===== src/rtl/snn_layer_serial.sv =====
// Serial spiking layer: NEURONS leaky integrate-and-fire neurons time-multiplexed
// over one datapath, one neuron evaluated per clock, binary +1/-1 synapses.
module snn_layer_serial #(
    parameter int SYNAPSES = 16,
    parameter int NEURONS  = 16,
    parameter int POT_BITS = 8
) (
    input  logic                        clk,
    input  logic                        reset,
    input  logic                        start,
    input  logic                        clear,
    input  logic [SYNAPSES-1:0]         inputs,
    input  logic [NEURONS*SYNAPSES-1:0] weights,
    input  logic [2:0]                  shift,
    input  logic [POT_BITS-2:0]         threshold,
    input  logic                        reset_mode,
    output logic                        busy,
    output logic                        done,
    output logic [NEURONS-1:0]          spikes
);
    localparam int NW = $clog2(NEURONS);
    localparam int CW = $clog2(SYNAPSES + 1);
    localparam int PW = POT_BITS + 1;
    localparam logic signed [PW-1:0] P_MAX = {2'b00, {(POT_BITS-1){1'b1}}};
    localparam logic signed [PW-1:0] P_MIN = {2'b11, {(POT_BITS-1){1'b0}}};

    typedef enum logic {IDLE, RUN} state_t;

    state_t                             state_q, state_d;
    logic [NW-1:0]                      n_q, n_d;
    logic [SYNAPSES-1:0]                in_q, in_d;
    logic [NEURONS-1:0][POT_BITS-1:0]   u_q, u_d;
    logic [NEURONS-1:0]                 stage_q, stage_d;
    logic [NEURONS-1:0]                 spikes_q, spikes_d;
    logic                               busy_q, busy_d;
    logic                               done_q, done_d;

    logic [SYNAPSES-1:0]                w_cur;
    logic [CW-1:0]                      n_pos, n_act;
    logic signed [PW-1:0]               s_sum, u_ext, l_val, p_raw, p_sat, th_ext;
    logic [POT_BITS-1:0]                u_new;
    logic                               fire;

    // Evaluate the neuron selected by n_q: weighted sum, leak, saturate, fire
    always_comb begin
        w_cur = weights[SYNAPSES*int'(n_q) +: SYNAPSES];
        n_pos = '0;
        n_act = '0;
        for (int j = 0; j < SYNAPSES; j++) begin
            n_act = n_act + CW'(in_q[j]);
            n_pos = n_pos + CW'(in_q[j] & w_cur[j]);
        end
        s_sum = $signed(PW'(n_pos) << 1) - $signed(PW'(n_act));
        u_ext = {u_q[n_q][POT_BITS-1], u_q[n_q]};
        if (shift == 3'd0) begin
            l_val = u_ext;
        end else begin
            l_val = u_ext - (u_ext >>> shift);
        end
        p_raw = l_val + s_sum;
        if (p_raw > P_MAX) begin
            p_sat = P_MAX;
        end else if (p_raw < P_MIN) begin
            p_sat = P_MIN;
        end else begin
            p_sat = p_raw;
        end
        th_ext = {2'b00, threshold};
        fire   = (p_sat >= th_ext);
        if (!fire) begin
            u_new = p_sat[POT_BITS-1:0];
        end else if (reset_mode) begin
            u_new = p_sat[POT_BITS-1:0] - {1'b0, threshold};
        end else begin
            u_new = '0;
        end
    end

    // Sequencing: accept start/clear in IDLE, walk neurons in RUN, publish spikes at end
    always_comb begin
        state_d  = state_q;
        n_d      = n_q;
        in_d     = in_q;
        u_d      = u_q;
        stage_d  = stage_q;
        spikes_d = spikes_q;
        busy_d   = busy_q;
        done_d   = 1'b0;
        unique case (state_q)
            IDLE: begin
                if (clear) begin
                    u_d = '0;
                end else if (start) begin
                    in_d    = inputs;
                    n_d     = '0;
                    stage_d = '0;
                    busy_d  = 1'b1;
                    state_d = RUN;
                end
            end
            RUN: begin
                u_d[n_q]     = u_new;
                stage_d[n_q] = fire;
                n_d          = n_q + NW'(1);
                if (n_q == NW'(NEURONS - 1)) begin
                    n_d      = '0;
                    spikes_d = stage_d;
                    busy_d   = 1'b0;
                    done_d   = 1'b1;
                    state_d  = IDLE;
                end
            end
        endcase
    end

    // State registers; reset aborts any timestep in flight
    always_ff @(posedge clk or posedge reset) begin
        if (reset) begin
            state_q  <= IDLE;
            n_q      <= '0;
            in_q     <= '0;
            u_q      <= '0;
            stage_q  <= '0;
            spikes_q <= '0;
            busy_q   <= 1'b0;
            done_q   <= 1'b0;
        end else begin
            state_q  <= state_d;
            n_q      <= n_d;
            in_q     <= in_d;
            u_q      <= u_d;
            stage_q  <= stage_d;
            spikes_q <= spikes_d;
            busy_q   <= busy_d;
            done_q   <= done_d;
        end
    end

    assign busy   = busy_q;
    assign done   = done_q;
    assign spikes = spikes_q;

endmodule


===== config.mk =====
export PLATFORM = sky130hd
export DESIGN_NAME = snn_layer_serial
export DESIGN_NICKNAME = d
export VERILOG_FILES = /design/src/rtl/snn_layer_serial.sv
export SDC_FILE = /design/constraint.sdc
export NUM_CORES = 1
export LEC_CHECK = 0
export BUFFER_PORTS_ARGS = -buffer_cell sky130_fd_sc_hd__buf_2
export CAP_MARGIN = 30
export CORE_MARGIN = 1
export CORE_UTILIZATION = 59
export DETAILED_ROUTE_END_ITERATION = 6
export GPL_TIMING_DRIVEN = 0
export PLACE_DENSITY = 0.87
export SLEW_MARGIN = 20
export SYNTH_ARGS = -nofsm -noshare
export SYNTH_HDL_FRONTEND = slang
export SYNTH_SLANG_ARGS = --single-unit
export TNS_END_PERCENT = 10

===== constraint.sdc =====
create_clock -name clk -period 26.9 [get_ports clk]
set_input_delay 5.38 -clock clk [delete_from_list [all_inputs] [get_ports clk]]
set_output_delay 5.38 -clock clk [all_outputs]
set_load 0.01 [all_outputs]

==> reports/metrics.csv <==
stage;metric;value;unit
sta;Max-Slew Margin vs Limit;0.403;
detailed_routing;drc violations;3;
placed_design;# port buffers;304;
critical_path;Worst setup SP type;primary input;
synth;ys flop type;dfrtp_1;
sta;clock skew;0.0121;ns
run;max-cap viol count;0;
synth;Mapped Nets;1553;
critical_path;CP Capture Type;register;
critical_path;CP arrival;18.32;ns
critical_path;Crit Path Category;in2reg;
detailed_routing;1st-iter DRT viols;1680;
cts;H-tree Lvls;4;
sta;Final Hold Viols;0;
synth;post-synthesis mux area share;0.234;
synth;Post-synth ARST share;1.00;
sta;endpoints failing setup;0;
global_routing;initial antenna violation count;19;
synth;Synth Area in Compound Gates;0.124;
global_routing;number of global-route vias before repair;12100;
final_layout;Total Nets Final;1881;
synth;adder-cell share of the synthesized area;0.0895;
critical_path;slowest CP cell;xnor2_2;
sta;worst hold slack;0.479;ns
cts;clk_lat worst skew;0.45;ns
cts;clock-pin slew on the worst setup and hold paths;0.07;ns
global_routing;grt peak-use layer;met2;
sta;Fmax;55.5;MHz
synth;Post-Synthesis Cells;1196;
sta;transition time of the tightest slew-check pin;0.895;ns
detailed_routing;remaining antenna violation count;0;
global_routing;GRT overflow;0;
critical_path;Setup crit start;weights[115];
synth;Post-Synth Simple-Gate Area;0.115;
critical_path;RR Startpoint;n_q[1];
synth;Post-synth EDFFs;0;
critical_path;CP max FO;12;
sta;Fin Setup TNS;0;ns
cts;post-cts sizing count;0;
synth;largest family of logic cells by synthesized area;multiplexers;
die;# rows;52;
synth;Netlist cell types;53;
detailed_routing;vias per cell;6.74;
synth;xor and xnor area share after synthesis;0.0201;
detailed_routing;WL/cell;26.5;um
critical_path;most used cell, CP;fa_1;
global_routing;largest net degree at the start of global routing;70;
placed_design;Post-Place Worst Slack;8.61;ns
status;failing checks;design-rule violations;
sta;fin worst setup slack;8.88;ns
synth;top cell type by total area after synthesis;dfrtp_1;
synth;syn avg cell area;10.5;um^2
final_layout;Area growth syn-to-layout;20.7;%
cts;Bufs on Longest Clock Path;2;
synth;Seq cells post-synth;182;
cts;TritonCTS buffer count;17;
detailed_routing;DRT Pass-1 Iters;7;
die;DIE AREA;21800;um^2
detailed_routing;Routed WL;48500;um
cts;number of buffers added for setup after CTS;0;
global_routing;GRT Total Usage;0.461;
cts;CTS root buffer;clkbuf_16;
placed_design;DP Wirelength;38200;um
critical_path;Req. time, crit path;27.21;ns
synth;synth top area cells;dfrtp_1 36%, mux4_2 21%, nand3_1 6.0%;
synth;Syn Std Cell Area;12500;um^2
global_routing;met3 GRT Util;0.192;
global_routing;grt met2 use;0.681;
synth;Synth warnings;0;
worst_hold_path;path type of the worst min-delay path;reg2reg;
global_routing;first-pass GRT wire length;72500;um
cts;TritonCTS clock tree;done;
critical_path;slowest stage delay, CP;0.58;ns
sta;min Tclk post-route;18.02;ns
die;Die H;148;um
status;status;finished with violations;
final_layout;cell area after layout;15100;um^2
global_routing;met1 usage;0.595;
synth;Synth top area share;0.364;
die;core area;20500;um^2
placed_design;Cell Area, Placed;14500;um^2
cts;Hold Buf Count CTS;0;
die;initial core utilization;0.611;
cts;CTS sink cnt;182;
placed_design;GP Congestion;1.07;
final_layout;proportion of layout cells with a drive suffix above 1;0.318;
sta;Pins Over Slew Limit;0;
worst_hold_path;hold_sp;spikes[7];
sta;RSZ-0062 raised after global routing;false;
sta;final cycle utilization of the critical path;0.670;
synth;register area share after synthesis;0.364;
die;die width;148;um
detailed_routing;DR vias;12300;
die;I/O pins;305;
[flip-flops by register name, indices dropped and copies added (netlist names)]
register  count
u_q         128
spikes       16
in_q         16
busy          1
stage_q      15
n_q           4
done          1
state_q       1
[cells in the mapped netlist, drive strengths merged (3+ instances only)]
cell    number
mux4       119
o21bai       5
nor2b        6
nor2        35
nand2b       3
clkbuf      59
nor3         5
nand2      102
a211oi       8
a22oi        3
o211ai       3
and2         8
o21a         4
xnor2       16
buf         32
fa          30
mux2i       20
mux2         4
o31ai        3
ha          40
o21ai      205
nand3      151
xor2        10
a21o         6
dfrtp      182
a21oi       33
inv         81
[per-layer routing]
layer	share of wire	routed length [um]
met1	0.36	17300
met2	0.44	21200
met3	0.15	7360
met4	0.053	2580
met5	0.00085	41
[worst max-delay path, delay by kind of cell]
family / cells / cell delay [ns]
adders and majority gates: 13 / 5.66
AOI/OAI and AO/OA: 12 / 2.91
buffers and inverters: 8 / 1.23
xor gates and xnor gates: 3 / 1.16
muxes: 2 / 1.02
and+or+nand+nor: 7 / 0.93
[placed cells by master, fill, tap and decap left out, types with 3 or more instances in the layout]
cell type	n
a211oi_1	8
a21o_1	6
a21oi_1	33
a22oi_1	3
and2_1	8
buf_1	12
buf_2	321
buf_6	4
clkbuf_1	61
clkbuf_16	17
dfrtp_1	182
diode_2	21
fa_1	30
ha_1	40
inv_1	79
inv_6	4
mux2_2	4
mux2i_1	20
mux4_2	119
nand2_1	102
nand3_1	151
nor2_1	35
nor2b_1	6
nor3_1	5
o21a_1	4
o21ai_0	128
o21ai_1	77
o21bai_1	5
o31ai_1	3
xnor2_1	15
xor2_1	10
[final timing paths]
kind | endpoint | slack [ns] | cells past startpoint
setup / recovery | u_q[90] | 8.88 | 45
hold / removal | spikes[7] | 0.48 | 2
setup reg to reg | u_q[90] | 11.44 | 48
hold reg to reg | spikes[7] | 0.48 | 2
max in group asynchronous | u_q[12] | 21.25 | 3
min in group asynchronous | done | 4.94 | 2
[cell type report]
class	instances	area, um^2
Tap cell	270	338
Fill cell	1451	5380
Sequential cell	182	4550
Antenna cell	21	52.6
Buffer	91	378
Clock inverter	13	144
Inverter	82	315
Timing Repair Buffer	309	1610
Multi-Input combinational cell	841	7290
Clock buffer	19	433
[through the flow]
stage	cells	utilization
floorplan	1196	-
finish	1828	0.738
CTS	1806	0.735
global placement	1770	0.702
global route	1812	0.736
detailed placement	1774	0.706
[cells by family (layout without fill, tap and decap cells)]
kind of cell | count (synthesis) | count (layout)
multiplexers | 143 | 143
AO/OA/AOI/OAI | 284 | 284
XOR/XNOR | 27 | 27
AND/OR/NAND/NOR | 315 | 315
other | 0 | 21
buffers and inverters | 173 | 514
flip-flops | 182 | 182
adder cells (fa/ha/maj) | 72 | 72
Power is not shown: default switching activity piles up to over one toggle a cycle in this logic, so the estimate is an artifact.
